<file path="config.mk">
export PLATFORM = sky130hd
export DESIGN_NAME = dmem_arbiter_flat
export DESIGN_NICKNAME = d
export VERILOG_FILES = /design/src/rtl/dmem_arbiter_if.sv /design/src/rtl/dmem_arbiter.sv /design/src/flat_wrapper.sv
export SDC_FILE = /design/constraint.sdc
export NUM_CORES = 1
export LEC_CHECK = 0
export BUFFER_PORTS_ARGS = -buffer_cell sky130_fd_sc_hd__buf_2
export CORE_ASPECT_RATIO = 1.75
export CORE_UTILIZATION = 46
export CTS_BUF_LIST = sky130_fd_sc_hd__clkbuf_8
export CTS_CLUSTER_SIZE = 10
export DETAILED_ROUTE_END_ITERATION = 6
export GPL_TIMING_DRIVEN = 0
export PLACE_DENSITY = 0.83
export SYNTH_ARGS = -nofsm -noshare
export SYNTH_HDL_FRONTEND = slang
export SYNTH_SLANG_ARGS = --single-unit
</file>
<file path="constraint.sdc">
create_clock -name clk -period 4.3 [get_ports clk]
set_input_delay 0.43 -clock clk [delete_from_list [all_inputs] [get_ports clk]]
set_output_delay 0.43 -clock clk [all_outputs]
set_load 0.02 [all_outputs]
</file>
<file path="src/rtl/dmem_arbiter_if.sv">
// Request/response channel between one requester and the data-memory arbiter.
// The requester drives the master side; the arbiter drives the slave side.
interface dmem_arbiter_if #(
    parameter int ADDR_W = 8,
    parameter int DATA_W = 32
);
    logic              req;
    logic              we;
    logic [ADDR_W-1:0] addr;
    logic [DATA_W-1:0] wdata;
    logic [2:0]        funct3;
    logic              gnt;
    logic              done;
    logic              err;
    logic [DATA_W-1:0] rdata;

    modport master (
        output req, we, addr, wdata, funct3,
        input  gnt, done, err, rdata
    );

    modport slave (
        input  req, we, addr, wdata, funct3,
        output gnt, done, err, rdata
    );
endinterface

</file>
<file path="src/rtl/dmem_arbiter.sv">
// Two-port round-robin arbiter and sequencer for the byte-addressed data memory.
// One access every two cycles: grant (IDLE), memory access (ACCESS), registered completion.
module dmem_arbiter #(
    parameter int ADDR_W      = 8,
    parameter int DATA_W      = 32,
    parameter int PRIO_INIT   = 0,
    parameter int CHECK_ALIGN = 1
) (
    input  logic              clk,
    input  logic              rst_n,
    dmem_arbiter_if.slave     r0,
    dmem_arbiter_if.slave     r1,
    output logic              mem_read,
    output logic              mem_write,
    output logic [ADDR_W-1:0] mem_addr,
    output logic [DATA_W-1:0] mem_wdata,
    output logic [2:0]        mem_funct3,
    input  logic [DATA_W-1:0] mem_rdata
);

    typedef enum logic {
        IDLE,
        ACCESS
    } state_t;

    state_t            state, state_next;
    logic              prio;
    logic [1:0]        gnt;
    logic              sel;

    logic              sel_we;
    logic [ADDR_W-1:0] sel_addr;
    logic [DATA_W-1:0] sel_wdata;
    logic [2:0]        sel_funct3;

    logic              lat_we;
    logic [ADDR_W-1:0] lat_addr;
    logic [DATA_W-1:0] lat_wdata;
    logic [2:0]        lat_funct3;
    logic              lat_port;
    logic              lat_err;

    logic [1:0]        done_q;
    logic              err_q;
    logic [DATA_W-1:0] rdata_q;

    // Illegal size/sign code, or a half/word not on its natural boundary.
    // Natural alignment also guarantees a multi-byte access never wraps the top address.
    function automatic logic access_err(input logic we, input logic [2:0] f3,
                                        input logic [ADDR_W-1:0] addr);
        logic legal;
        logic misaligned;
        if (we) legal = f3 inside {3'b000, 3'b001, 3'b010};
        else    legal = f3 inside {3'b000, 3'b001, 3'b010, 3'b100, 3'b101};
        misaligned = 1'b0;
        if (CHECK_ALIGN != 0) begin
            case (f3[1:0])
                2'b01:   misaligned = addr[0];
                2'b10:   misaligned = addr[1] | addr[0];
                default: misaligned = 1'b0;
            endcase
        end
        return !legal || misaligned;
    endfunction

    // On a tie the port holding priority wins; a lone requester always wins.
    always_comb begin
        if (r0.req && r1.req) sel = prio;
        else                  sel = r1.req;
    end

    assign sel_we     = sel ? r1.we     : r0.we;
    assign sel_addr   = sel ? r1.addr   : r0.addr;
    assign sel_wdata  = sel ? r1.wdata  : r0.wdata;
    assign sel_funct3 = sel ? r1.funct3 : r0.funct3;

    // NOTE: every output of this block gets a default first, so no path leaves a
    // signal unassigned and no latch is inferred.
    always_comb begin
        state_next = state;
        gnt        = 2'b00;
        mem_read   = 1'b0;
        mem_write  = 1'b0;
        mem_addr   = '0;
        mem_wdata  = '0;
        mem_funct3 = 3'b000;
        case (state)
            IDLE: begin
                if (rst_n && (r0.req || r1.req)) begin
                    gnt[sel]   = 1'b1;
                    state_next = ACCESS;
                end
            end
            ACCESS: begin
                mem_read   = !lat_we && !lat_err;
                mem_write  = lat_we && !lat_err;
                mem_addr   = lat_addr;
                mem_wdata  = lat_wdata;
                mem_funct3 = lat_funct3;
                state_next = IDLE;
            end
            default: state_next = IDLE;
        endcase
    end

    // NOTE: state registers use non-blocking assignments so every flop samples
    // the pre-edge values regardless of statement order.
    always_ff @(posedge clk or negedge rst_n) begin
        if (!rst_n) begin
            state      <= IDLE;
            prio       <= 1'(PRIO_INIT);
            lat_we     <= 1'b0;
            lat_addr   <= '0;
            lat_wdata  <= '0;
            lat_funct3 <= 3'b000;
            lat_port   <= 1'b0;
            lat_err    <= 1'b0;
            done_q     <= 2'b00;
            err_q      <= 1'b0;
            rdata_q    <= '0;
        end else begin
            state  <= state_next;
            done_q <= 2'b00;
            if (state == IDLE && gnt != 2'b00) begin
                lat_we     <= sel_we;
                lat_addr   <= sel_addr;
                lat_wdata  <= sel_wdata;
                lat_funct3 <= sel_funct3;
                lat_port   <= sel;
                lat_err    <= access_err(sel_we, sel_funct3, sel_addr);
                prio       <= ~sel;
            end
            // Completion is reported in the cycle after ACCESS, overlapping the next grant.
            if (state == ACCESS) begin
                done_q[lat_port] <= 1'b1;
                err_q            <= lat_err;
                rdata_q          <= (!lat_we && !lat_err) ? mem_rdata : '0;
            end
        end
    end

    assign r0.gnt   = gnt[0];
    assign r1.gnt   = gnt[1];
    assign r0.done  = done_q[0];
    assign r1.done  = done_q[1];
    assign r0.err   = done_q[0] & err_q;
    assign r1.err   = done_q[1] & err_q;
    assign r0.rdata = done_q[0] ? rdata_q : '0;
    assign r1.rdata = done_q[1] ? rdata_q : '0;

endmodule

</file>
<file path="src/flat_wrapper.sv">
// flat-port wrapper written by rule: the top's interface ports become plain ports
module dmem_arbiter_flat 
#(
    parameter int ADDR_W      = 8,
    parameter int DATA_W      = 32,
    parameter int PRIO_INIT   = 0,
    parameter int CHECK_ALIGN = 1
)
  (clk, rst_n, mem_read, mem_write, mem_addr, mem_wdata, mem_funct3, mem_rdata, r0_req, r0_we, r0_addr, r0_wdata, r0_funct3, r0_gnt, r0_done, r0_err, r0_rdata, r1_req, r1_we, r1_addr, r1_wdata, r1_funct3, r1_gnt, r1_done, r1_err, r1_rdata);
  dmem_arbiter_if #(.ADDR_W(ADDR_W), .DATA_W(DATA_W)) r0_i ();
  dmem_arbiter_if #(.ADDR_W(ADDR_W), .DATA_W(DATA_W)) r1_i ();
  input  logic clk;
  input  logic rst_n;
  output logic mem_read;
  output logic mem_write;
  output logic [ADDR_W-1:0] mem_addr;
  output logic [DATA_W-1:0] mem_wdata;
  output logic [2:0] mem_funct3;
  input  logic [DATA_W-1:0] mem_rdata;
  input wire logic [$bits(r0_i.req)-1:0] r0_req;
  input wire logic [$bits(r0_i.we)-1:0] r0_we;
  input wire logic [$bits(r0_i.addr)-1:0] r0_addr;
  input wire logic [$bits(r0_i.wdata)-1:0] r0_wdata;
  input wire logic [$bits(r0_i.funct3)-1:0] r0_funct3;
  output wire logic [$bits(r0_i.gnt)-1:0] r0_gnt;
  output wire logic [$bits(r0_i.done)-1:0] r0_done;
  output wire logic [$bits(r0_i.err)-1:0] r0_err;
  output wire logic [$bits(r0_i.rdata)-1:0] r0_rdata;
  input wire logic [$bits(r1_i.req)-1:0] r1_req;
  input wire logic [$bits(r1_i.we)-1:0] r1_we;
  input wire logic [$bits(r1_i.addr)-1:0] r1_addr;
  input wire logic [$bits(r1_i.wdata)-1:0] r1_wdata;
  input wire logic [$bits(r1_i.funct3)-1:0] r1_funct3;
  output wire logic [$bits(r1_i.gnt)-1:0] r1_gnt;
  output wire logic [$bits(r1_i.done)-1:0] r1_done;
  output wire logic [$bits(r1_i.err)-1:0] r1_err;
  output wire logic [$bits(r1_i.rdata)-1:0] r1_rdata;
  assign r0_i.req = r0_req;
  assign r0_i.we = r0_we;
  assign r0_i.addr = r0_addr;
  assign r0_i.wdata = r0_wdata;
  assign r0_i.funct3 = r0_funct3;
  assign r0_gnt = r0_i.gnt;
  assign r0_done = r0_i.done;
  assign r0_err = r0_i.err;
  assign r0_rdata = r0_i.rdata;
  assign r1_i.req = r1_req;
  assign r1_i.we = r1_we;
  assign r1_i.addr = r1_addr;
  assign r1_i.wdata = r1_wdata;
  assign r1_i.funct3 = r1_funct3;
  assign r1_gnt = r1_i.gnt;
  assign r1_done = r1_i.done;
  assign r1_err = r1_i.err;
  assign r1_rdata = r1_i.rdata;
  dmem_arbiter #(.ADDR_W(ADDR_W), .DATA_W(DATA_W), .PRIO_INIT(PRIO_INIT), .CHECK_ALIGN(CHECK_ALIGN)) u_core (.clk(clk), .rst_n(rst_n), .r0(r0_i), .r1(r1_i), .mem_read(mem_read), .mem_write(mem_write), .mem_addr(mem_addr), .mem_wdata(mem_wdata), .mem_funct3(mem_funct3), .mem_rdata(mem_rdata));
endmodule
</file>
**After elaboration in Yosys (flattened, before gate mapping)**

Cells that the tools add are included.

- Input bits: 124
- Logic and storage cells: 68
- Flip-flop bits (word level): 83
- Output and inout port bits: 115

- Eq/ne operators: 6
- Muxes and demuxes: 26
- Bitwise logic cells: 5
- Magnitude comparators: 4
- Reduce and logical (&&, ||, !) cells: 16

Operators with widths:

| cell | count |
|---|---|
| two-way mux 32 bit | 5 |
| two-way mux 8 bit | 2 |
| two-way mux 1 bit | 10 |
| logical AND 1 bit | 7 |
| equality test 3 bit (second input constant) | 2 |
| two-way mux 2 bit | 3 |
| two-way mux 3 bit | 2 |
| nonzero test 5 bit | 1 |
| < comparator 1 x 2 -> 1 bit (second input constant) | 2 |
| case mux 1 bit (2 select lines) | 2 |
| equality test 3 x 1 -> 1 bit (second input constant) | 1 |
| equality test 3 x 2 -> 1 bit (second input constant) | 1 |
| zero test 1 bit | 3 |
| zero test 3 bit | 1 |
| nonzero test 3 bit | 1 |
| bitwise AND 1 bit | 2 |
| demux 1 bit (select 1 bit) | 2 |
| equality test 2 x 1 -> 1 bit (second input constant) | 1 |
| equality test 2 bit (second input constant) | 1 |
| >= comparator 1 bit (second input constant) | 2 |
| logical OR 1 bit | 2 |
| inverter 1 bit | 2 |
| nonzero test 2 bit | 1 |
| bitwise OR 1 bit | 1 |

**Longest topological paths before layout**

Gate-level depths: netlist (run 1).

- Depth after elaboration: 13
- Depth in mapped cells: 9

**Worst setup path after synthesis (run 1)**

OpenSTA, ideal clock, no wires.

- Path type: input to register
- Start: input port r0_req
- End: register u_core.lat_err
- Arrival: 1691 ps
- Path slack: 2475 ps
- Setup time: 134 ps
- Stages on the path: 8
- Data required time: 4166 ps
- Cell sequence: inv_2 > o21ai_4 > buf_6 > mux2i_1 > ha_1 > o21ai_0 > a311oi_1 > o22ai_1

- Cells in the longest elaborated chain, start to end: 10
- Elaborated cells between the ends (all ways): 32
- Classes of those cells: order compare: 2; eq/ne: 6; mux: 12; bitwise: 1; reduce/logical: 11

RTL lines:

| element | line | RTL |
|---|---|---|
| from (decl) | flat_wrapper.sv:20 | `input wire logic [$bits(r0_i.req)-1:0] r0_req;` |
| logical AND 1 bit | dmem_arbiter.sv:68 | `if (r0.req && r1.req) sel = prio;` |
| two-way mux 1 bit | dmem_arbiter.sv:68 |  |
| < comparator 1 x 2 -> 1 bit (implied by the code) or >= comparator 1 bit (tied branches) | dmem_arbiter.sv:90 | `gnt[sel] = 1'b1;` |
| logical AND 1 bit (implied by the code) | dmem_arbiter.sv:90 |  |
| two-way mux 1 bit (implied by the code) | dmem_arbiter.sv:90 |  |
| demux 1 bit (select 1 bit) | -- |  |
| two-way mux 2 bit | dmem_arbiter.sv:89 | `if (rst_n && (r0.req \|\| r1.req)) begin` |
| two-way mux 2 bit | dmem_arbiter.sv:87 | `case (state)` |
| nonzero test 2 bit | dmem_arbiter.sv:124 | `if (state == IDLE && gnt != 2'b00) begin` |
| logical AND 1 bit | dmem_arbiter.sv:124 |  |
| to (signal assigned) | dmem_arbiter.sv:130 | `lat_err <= access_err(sel_we, sel_funct3, sel_addr);` |
| to (decl) | dmem_arbiter.sv:41 | `logic lat_err;` |

Several ways; a longest one is shown, not always the timed one. The select of a mux whose other input is x is not followed.
A chain may end at the register's enable or synchronous reset.

**Worst setup path after layout (run 1)**

- Start: input port rst_n
- End: output port r1_gnt

- Cells in the longest elaborated chain, start to end: 3

RTL lines:

| element | line | RTL |
|---|---|---|
| from (decl) | flat_wrapper.sv:13 | `input logic rst_n;` |
| logical AND 1 bit | dmem_arbiter.sv:89 |  |
| two-way mux 2 bit | dmem_arbiter.sv:89 |  |
| two-way mux 2 bit | dmem_arbiter.sv:87 |  |
| to (decl) | flat_wrapper.sv:34 | `output wire logic [$bits(r1_i.gnt)-1:0] r1_gnt;` |

No other way between the ends.

==> results of run 1 <==
## path summary, 6_finish.rpt
| path | cells after the start | end | slack, ps |
|---|---|---|---|
| setup reg to reg | 8 | u_core.lat_err$_DFFE_PN0P_ | 2260 |
| max in group asynchronous | 3 | u_core.lat_we$_DFFE_PN0P_ | 3190 |
| min in group asynchronous | 2 | u_core.lat_wdata[0]$_DFFE_PN0P_ | 490 |
| setup / recovery | 7 | r1_gnt | 1440 |
| hold / removal | 2 | u_core.rdata_q[26]$_DFFE_PN0P_ | 290 |
| hold reg to reg | 2 | u_core.lat_wdata[12]$_DFFE_PN0P_ | 480 |
## sequential cells by signal, indices dropped and copies added (netlist names), 2 cells and up
signal             flops
u_core.done_q          2
u_core.lat_addr        8
u_core.lat_funct3      3
u_core.lat_wdata      32
u_core.rdata_q        32
## power breakdown
part | leakage (uW) | switching [uW] | internal, uW | total [uW]
Clock | 0.0000874 | 275 | 203 | 478
Combinational | 0.00219 | 285 | 228 | 513
Sequential | 0.00106 | 84.3 | 912 | 997
## worst max-delay path, stage by stage
cell and delay [ps]:
dlygate4sd3_1 530, buf_4 260, buf_16 320, o211ai_4 200, buf_2 230, nor2_1 190, buf_2 200
## kinds of logic (layout without fill, tap and decap cells)
| family | Yosys count | in the layout | synth area share (%) |
|---|---|---|---|
| and+or+nand+nor | 170 | 170 | 21.9 |
| DFF | 83 | 83 | 48.8 |
| AOI/OAI and AO/OA | 83 | 83 | 13.6 |
| buffers and inverters | 37 | 293 | 4.15 |
| adders and majority gates | 3 | 3 | 0.883 |
| muxes | 45 | 45 | 10.7 |
## metal layers
metal / share of wire [%] / vias up
li1: - / 1914
met1: 36 / 1865
met2: 54 / 189
met3: 5.7 / 39
met4: 3.7 / 0
met5: 0 / -
## synthesized netlist by cell type
cell	number	share of area, %
nand2_1	49	4.3
mux2_2	2	0.53
ha_1	3	0.88
o211ai_4	1	0.50
buf_2	6	0.71
and2_1	111	16
buf_1	1	0.088
inv_2	3	0.26
inv_1	3	0.26
dfrtp_1	83	49
mux2i_1	43	10
nor3_1	1	0.12
o21ai_1	19	2.2
a21o_1	1	0.18
buf_4	2	0.35
nor3_2	1	0.24
a311oi_1	1	0.21
o22ai_1	2	0.29
o21ai_0	25	2.9
clkbuf_1	19	1.7
nand4b_1	1	0.21
a22o_1	32	6.6
nor3b_1	1	0.18
o21ba_1	1	0.24
nor2_1	6	0.53
buf_6	3	0.79
o21ai_4	1	0.38
## layout by cell type (no fill, tap or decap), types with 5 or more instances in the layout
master    instances
buf_2           243
and2_1          111
dfrtp_1          83
nand2_1          49
mux2i_1          43
a22o_1           32
o21ai_0          25
clkbuf_1         19
o21ai_1          19
clkbuf_8          9
nor2_1            6
inv_1             5
## final cells by class
class	instances	area, um^2
Buffer	31	154
Clock buffer	9	124
Clock inverter	7	37.5
Fill cell	778	3240
Inverter	6	22.5
Multi-Input combinational cell	301	2000
Sequential cell	83	2080
Tap cell	120	150
Timing Repair Buffer	240	1230
## stage by stage
stage | cells | util, %
floorplan | 421 | -
global route | 797 | 64.1
global placement | 779 | 61.9
finish | 797 | 64.1
CTS | 797 | 64.1
detailed placement | 780 | 62.2
==> flow_summary_export.csv, run 1 <==
group,metric,value,unit
power_and_ir_drop,p_per_area,343,nW/um^2
global_route,met1_usage,26.5,%
clock_tree,cts_setup_buffers,0,
route,drt-total-wl,11.9,mm
outcome,status,"finished, final reports clean",
route,viasPerCell,5.03,
place,placed_area,5620,um^2
worst_hold_path,min_from,"mem_rdata[26]",
floorplan,die_area,9650,um^2
synthesis,synth_cell_types,27,
sta,min_period,2860,ps
synthesis,ys_ff_latch,83,
sta,hold_viol,0,
synthesis,postSynthAreaPerCell,10.1,um^2
route,route.detailed.drc,0,
synthesis,synth_nets,548,
floorplan,die_h,129,um
clock_tree,clk_pin_slew_worst_paths,80,ps
global_route,track_usage,25.1,%
place,gp_congestion,0.836,
global_route,grt_pass1_vias,3977,
sta,fin_worst_skew,9.06,ps
worst_setup_path,end_kind,"primary output",
synthesis,synthCells,421,
clock_tree,postCtsHoldBufs,1,
floorplan,fp.dieW,74.7,um
sta,timing.hold.ws,292,ps
clock_tree,cts_tree,"yes",
power_and_ir_drop,power_leakage,0.00334,uW
floorplan,core.rowCount,46,
clock_tree,cts_buffers,9,
route,ant_nets,0,
power_and_ir_drop,power,1990,uW
global_route,grt-busiest-layer,"met2",
worst_setup_path,cp.arrival,2430,ps
sta,fin_ws,1440,ps
floorplan,start_util,47.1,%
route,drtIter0Drc,156,
floorplan,boundaryPins,239,
synthesis,syn-cell-area,4250,um^2
run,drv_cap,0,
clock_tree,h-tree-depth,3,
sta,worst_slew_pin_slew,463,ps
sta,fin_crit_sh,66.5,%
power_and_ir_drop,ir_worst_vdd,0.297,mV
worst_setup_path,critical_path_class,"in -> out",
sta,relSlewSlack,68.3,%
sta,grt_setup_unrepaired,"false",
route,wl_per_cell,14.9,um
cells_and_area,drive_gt1_share,40.2,%
worst_setup_path,r2r-start,"u_core.prio$_DFFE_PN0P_",
worst_setup_path,crit_start,"rst_n",
global_route,grt_start_max_net_pins,70,
route,vias,4007,
cells_and_area,fin_area,5800,um^2
place,pre_cts_ws,1980,ps
cells_and_area,nets,799,
place,io_buffers,238,
worst_setup_path,worstPathRequired,3870,ps
clock_tree,cts.sinks,83,
clock_tree,clk_latency,340,ps
clock_tree,root_buffer,"clkbuf_8",
worst_setup_path,cp-start-kind,"primary input",
global_route,grt_antenna_before_repair,0,
place,hpwl,9.33,mm
global_route,grt.overflow.total,0,
global_route,gr-usage-met3,5.13,%
cells_and_area,area_growth,36.3,%
global_route,grt_pass1_wl,18.5,mm
cells_and_area,num_antenna_cells,0,
floorplan,coreArea,9040,um^2
clock_tree,post_cts_resized,0,
sta,finalSetupTns,0,ps
synthesis,yosysSeqAreaShare,48.8,%
clock_tree,clock_path_buffers,2,
route,drtPass1Iterations,5,
global_route,use_met2,45.8,%
sta,setup_viol,0,
sta,max_freq,350,MHz
worst_setup_path,path_max_fanout,69,
sta,finalMaxSlewViolations,0,
worst_hold_path,worstHoldPathType,"in -> reg",
synthesis,yosysWarnings,0,
Power figures use the tool's default switching activity.
==> run 2, diff against run 1 <==
- ABC_AREA: not set -> 1
- CORE_UTILIZATION: 46 -> 42
- PLACE_DENSITY: 0.83 -> 0.79
- clock period: 4.3 -> 2.3 ns (I/O delays scaled with it)
==> run 2 against run 1 <==
Compared with the run above:
- via count is 12% higher
- sequential cell count stayed put
- final area is 3.1% higher
- non-clock buffer count is 5 higher
- synthesized cell count is 41% higher
- utilization is 3.8 points lower
- combinational power is 90% higher
- hold slack worse by 210 ps
- first-iteration DRC count is 3.8% lower
- largest cell class unchanged
- sequential share of layout area is 1.1 points lower
==> flow_summary_export.csv, run 2 <==
group,metric,value,unit
floorplan,die_h,136,um
route,vias,4478,
power_and_ir_drop,p_per_area,655,nW/um^2
worst_setup_path,r2r-start,"u_core.prio$_DFFE_PN0P_",
cells_and_area,reg_top3,"u_core.lat_wdata: 32 flops, u_core.rdata_q: 32 flops, u_core.lat_addr: 8 flops",
floorplan,start_util,43.5,%
worst_setup_path,cp_num_buf_inv,6,
floorplan,coreArea,9910,um^2
sta,fin_crit_sh,95.5,%
route,drtIter0Drc,150,
place,placed_area,5690,um^2
sta,hold_viol,0,
worst_setup_path,cpLargestDelayFamily,"buffers and inverters",
worst_hold_path,worstHoldPathType,"in -> reg",
sta,min_period,2200,ps
synthesis,yosys.area.top_type,"dfrtp_1",
sta,worst_slew_pin_slew,499,ps
global_route,grt.overflow.total,0,
route,viasPerCell,4.58,
worst_setup_path,critical-path-slowest-cell,"dlygate4sd3_1",
global_route,track_usage,24.1,%
clock_tree,clock_path_buffers,2,
synthesis,postSynthAreaPerCell,7.26,um^2
cells_and_area,area_growth,38.6,%
synthesis,yosysWarnings,0,
sta,relSlewSlack,66.8,%
worst_setup_path,cp-start-kind,"primary input",
worst_setup_path,crit_start,"rst_n",
worst_setup_path,crit_path_cell_trace,"dlygate4sd3_1 -> buf_4 -> buf_16 -> o21ai_2 -> nor2_4 -> inv_2 -> nor2_4 -> buf_2 -> buf_2",
worst_setup_path,cp.depth,9,
floorplan,fp.dieW,78.6,um
clock_tree,cts_tree,"yes",
worst_setup_path,ff2ff_setup_slack,180,ps
outcome,status,"finished, final reports clean",
clock_tree,h-tree-depth,3,
worst_setup_path,end_kind,"primary output",
route,route.detailed.drc,0,
place,io_buffers,238,
power_and_ir_drop,ir_worst_vdd,0.403,mV
sta,finalMaxSlewViolations,0,
route,drt-total-wl,12.4,mm
route,ant_nets,0,
power_and_ir_drop,power_leakage,0.00422,uW
synthesis,yosysMostFrequentCell,"nand2_1",
sta,fin_worst_skew,10.4,ps
global_route,grt_antenna_before_repair,0,
synthesis,synthTopCellsByCount,"254 x nand2_1, 122 x inv_1, 83 x dfrtp_1",
synthesis,netlist.area_leader.share,48.2,%
floorplan,core.rowCount,48,
clock_tree,cts.sinks,83,
global_route,grt_start_max_net_pins,54,
run,drv_cap,0,
worst_setup_path,cp.arrival,1970,ps
synthesis,syn-cell-area,4310,um^2
clock_tree,cts_buffers,9,
synthesis,synth_cell_types,22,
synthesis,synth_edf_count,0,
place,gp_congestion,0.795,
cells_and_area,fin_area,5980,um^2
worst_setup_path,worstRegToRegCells,16,
global_route,grt_pass1_vias,4214,
cells_and_area,stdcell_count,977,
global_route,grt_pass1_wl,19.8,mm
worst_setup_path,timing.rr.end,"u_core.lat_err$_DFFE_PN0P_",
clock_tree,clk_latency,340,ps
synthesis,async_flop_share,100,%
clock_tree,root_buffer,"clkbuf_8",
worst_hold_path,min_from,"r0_wdata[23]",
cells_and_area,final_core_util,60.3,%
place,dp_cells,958,
synthesis,ys_ff_latch,83,
sta,setup_viol,0,
route,wl_per_cell,12.7,um
worst_setup_path,path_max_fanout,10,
floorplan,die_area,10700,um^2
clock_tree,cts_setup_buffers,0,
synthesis,synthCells,594,
route,drtPass1Iterations,6,
synthesis,ys_top_cells_by_area,"dfrtp_1 48%, nand2_1 22%, inv_1 11%, a22o_1 6.5%, nand3_1 5.3%",
worst_setup_path,crit_end,"r0_gnt",
cells_and_area,nets,976,
synthesis,synth_nets,721,
synthesis,yosys_most_used_dff,"dfrtp_1",
cells_and_area,drive_gt1_share,32.6,%
clock_tree,clk_pin_slew_worst_paths,80,ps
sta,timing.hold.ws,83.9,ps
cells_and_area,final_cell_mix,"254 x nand2_1, 246 x buf_2, 122 x inv_1",
sta,grt_setup_unrepaired,"false",
worst_setup_path,critical_path_class,"in -> out",
place,hpwl,9.88,mm
synthesis,yosysSeqAreaShare,48.2,%
worst_setup_path,worstPathRequired,2070,ps
cells_and_area,num_antenna_cells,0,
cells_and_area,mostFrequentLayoutCell,"nand2_1",
worst_setup_path,slowest_delay,530,ps
floorplan,boundaryPins,239,
sta,max_freq,455,MHz
==> run 2: repair_timing <==
action	4_1_cts	5_1_grt
hold endpoints to repair	30	0
hold buffers	5	0
gates resized for setup	0	0
==> run 2: cell families after synthesis <==
group | Yosys count | share of synthesized area, %
fa+ha+maj | 3 | 0.871
flops | 83 | 48.2
compound gates | 41 | 7.66
buf+inv | 158 | 14.5
simple gates | 309 | 28.8
==> run 2: report_power, final <==
part	internal, uW	switching (uW)	leakage, uW
clock network	578	481	0.000104
registers	1710	170	0.00106
logic	403	571	0.00306
total	2690	1220	0.00422
==> run 2: through the flow <==
stage | power [uW] | setup TNS, ps | setup slack, ps
finish | 3920 | 0 | 104
global route | 4170 | 0 | 2.49
CTS | 3960 | 0 | 99.4
detailed placement | 2870 | 0 | 105
global placement | 2840 | -24570 | -749
floorplan | 2470 | 0 | 454
==> run 2: area by class of cell <==
type	count	area [um^2]
inverter	126	473
tap	125	156
timing repair buffer	244	1310
multi-input combinational	353	1610
clock inverter	2	35.0
fill	926	3930
clock buffer	12	165
buffer	32	150
sequential	83	2080
==> run 2: how the worst min path moves through the flow <==
stage | to | slack (ps) | depth (start not counted)
after detailed placement | u_core.rdata_q[12]$_DFFE_PN0P_ | 190 | 1
final | u_core.lat_wdata[23]$_DFFE_PN0P_ | 80 | 3
after global placement | u_core.lat_addr[6]$_DFFE_PN0P_ | 430 | 3
after floorplan | u_core.done_q[0]$_DFF_PN0_ | -70 | 0
after global routing | u_core.lat_wdata[26]$_DFFE_PN0P_ | 60 | 3
after CTS | u_core.lat_wdata[23]$_DFFE_PN0P_ | 60 | 3
==> run 2: worst min-delay path, stage by stage <==
cell and delay (ps):
buf_2 70, nand2_1 40, nand3_1 50
==> run 2: routing by layer <==
metal  vias to the layer above  part of all wire (%)  track usage [%]
li1                       2268                     -                -
met1                      1969                    37             24.5
met2                       223                    53             45.7
met3                        18                   7.9             6.85
met4                         0                   1.9             8.23
met5                         -                     0                0
==> run 3, diff against run 2 <==
- BUFFER_PORTS_ARGS: -buffer_cell sky130_fd_sc_hd__buf_2 -> -buffer_cell sky130_fd_sc_hd__buf_4
- REMOVE_ABC_BUFFERS: not set -> 1
==> run 3 against run 2 <==
Compared with the run above:
- first-iteration DRC count is 49% higher
- wire length increased by 8.1%
- combinational power is 8% higher
- clock-buffer cell count is 2 lower
- utilization increased by 4.8 points
- final area increased by 8.0%
- register-to-register slack better by 70 ps
- die area is the same
- worst setup slack improved by 27 ps
==> flow_summary_export.csv, run 3 (synthesized netlist as in run 2, its figures left out) <==
group,metric,value,unit
power_and_ir_drop,p_per_area,617,nW/um^2
global_route,use_met2,44.4,%
global_route,grt_antenna_before_repair,0,
worst_setup_path,ff2ff_setup_slack,250,ps
sta,min_period,2170,ps
sta,worst_slew_pin_slew,1100,ps
route,drtPass1Iterations,6,
clock_tree,cts.sinks,83,
cells_and_area,reg_top3,"u_core.lat_wdata: 32 flops, u_core.rdata_q: 32 flops, u_core.lat_addr: 8 flops",
worst_hold_path,worstHoldPathType,"in -> reg",
clock_tree,clock_path_buffers,2,
worst_setup_path,cp-start-kind,"register",
sta,relSlewSlack,26.5,%
floorplan,boundaryPins,239,
cells_and_area,drive_gt1_share,33.1,%
place,placed_area,6110,um^2
route,viasPerCell,4.80,
power_and_ir_drop,ir_worst_vdd,0.360,mV
cells_and_area,nets,947,
global_route,grt_pass1_wl,20.5,mm
sta,max_freq,461,MHz
global_route,track_usage,24.7,%
clock_tree,clk_pin_slew_worst_paths,80,ps
global_route,grt_pass1_vias,4415,
worst_setup_path,cp.arrival,1940,ps
route,wl_per_cell,14.2,um
power_and_ir_drop,power_leakage,0.00424,uW
global_route,met1_usage,27.4,%
floorplan,die_h,136,um
route,drt-total-wl,13.4,mm
floorplan,start_util,43.5,%
global_route,grt.overflow.total,0,
floorplan,die_area,10700,um^2
clock_tree,cts_buffers,9,
floorplan,fp.dieW,78.6,um
clock_tree,cts_tree,"yes",
sta,finalMaxSlewViolations,0,
worst_setup_path,critical_path_class,"reg -> out",
route,route.detailed.drc,0,
worst_hold_path,hold_depth,3,
global_route,grt_start_max_net_pins,85,
route,vias,4552,
route,ant_nets,0,
clock_tree,h-tree-depth,3,
global_route,grt-busiest-layer,"met2",
run,drv_cap,0,
clock_tree,root_buffer,"clkbuf_8",
sta,hold_viol,0,
power_and_ir_drop,power,3980,uW
worst_setup_path,worstPathRequired,2070,ps
clock_tree,clk_latency,340,ps
cells_and_area,fin_area,6450,um^2
sta,fin_crit_sh,94.3,%
worst_setup_path,worstRegToRegCells,16,
place,gp_congestion,0.831,
worst_hold_path,min_from,"r0_wdata[13]",
cells_and_area,final_cell_mix,"254 x nand2_1, 238 x buf_4, 123 x inv_1",
worst_hold_path,holdPathEnd,"u_core.lat_wdata[13]$_DFFE_PN0P_",
global_route,gr-usage-met3,4.70,%
worst_setup_path,r2r-start,"u_core.prio$_DFFE_PN0P_",
cells_and_area,mostFrequentLayoutCell,"nand2_1",
cells_and_area,num_antenna_cells,0,
cells_and_area,area_growth,49.7,%
floorplan,coreArea,9910,um^2
place,io_buffers,238,
place,hpwl,9.02,mm
sta,fin_worst_skew,12.8,ps
outcome,status,"finished, final reports clean",
sta,setup_viol,0,
floorplan,core.rowCount,48,
worst_setup_path,path_max_fanout,52,
sta,grt_setup_unrepaired,"false",
route,drtIter0Drc,224,
worst_setup_path,end_kind,"primary output",
worst_setup_path,timing.rr.end,"u_core.lat_err$_DFFE_PN0P_",
## run 3: changes by cell type in the layout (fill, tap and decap cells not counted), sizes merged
cell,delta
clkbuf,-15
dlygate4sd3,-1
buf,-18
clkinv,+1
nor2,+2
inv,+1
clkinvlp,+2
## run 3: where the power goes
group	switching (uW)	internal [uW]	total [uW]
combinational	551	501	1050
clock	497	515	1010
sequential	207	1710	1920
total	1250	2730	3980
## run 3: repair_timing
item	CTS	global route
hold endpoints to repair	83	50
resized for setup	7	4
endpoints found under the setup margin	42	3
gates cloned	3	0
buffers inserted	2	0
pin swaps	1	0
## run 3: area by class of cell
cell class                      count  area, um^2
Clock inverter                      5        47.5
Fill cell                         841        3460
Multi-Input combinational cell    355        1640
Timing Repair inverter              1        5.00
Tap cell                          125         156
Inverter                          126         484
Sequential cell                    83        2080
Clock buffer                       10         138
Timing Repair Buffer              244        1900
## run 3: worst max-delay path, stage by stage, from the launching register on
cell and delay, ps:
dfrtp_4 640, nor2_4 270, inv_4 260, nor2_4 250
buf_4 170
## run 3: per-stage QoR
stage                     instances  setup WS (ps)  hold WS (ps)  util [%]  TNS, ps
after floorplan                 562          -3.39         -65.6         -    -3.39
after global placement          925           -926           434      61.6   -45100
after detailed placement        925           -935           439      61.6   -28620
after CTS                       945           87.2         -49.3      64.1        0
after global routing            949           20.6          69.9      65.1        0
final                           949            131          88.5      65.1        0
## run 3: how the worst max path moves through the flow
stage                           startpoint   endpoint  slack (ps)  cells past startpoint
floorplan           u_core.state$_DFF_PN0_  mem_write          -3                      2
global placement                     rst_n     r0_gnt        -930                      6
detailed placement                   rst_n     r0_gnt        -930                      6
CTS                 u_core.state$_DFF_PN0_     r0_gnt          90                      4
global route        u_core.state$_DFF_PN0_     r0_gnt          20                      4
finish              u_core.state$_DFF_PN0_     r0_gnt         130                      4
## run 3: per-layer routing
metal | up-vias | routed length, um
met1 | 2101 | 4840
met2 | 204 | 7190
li1 | 2212 | -
met5 | - | 0
met3 | 35 | 858
met4 | 0 | 539
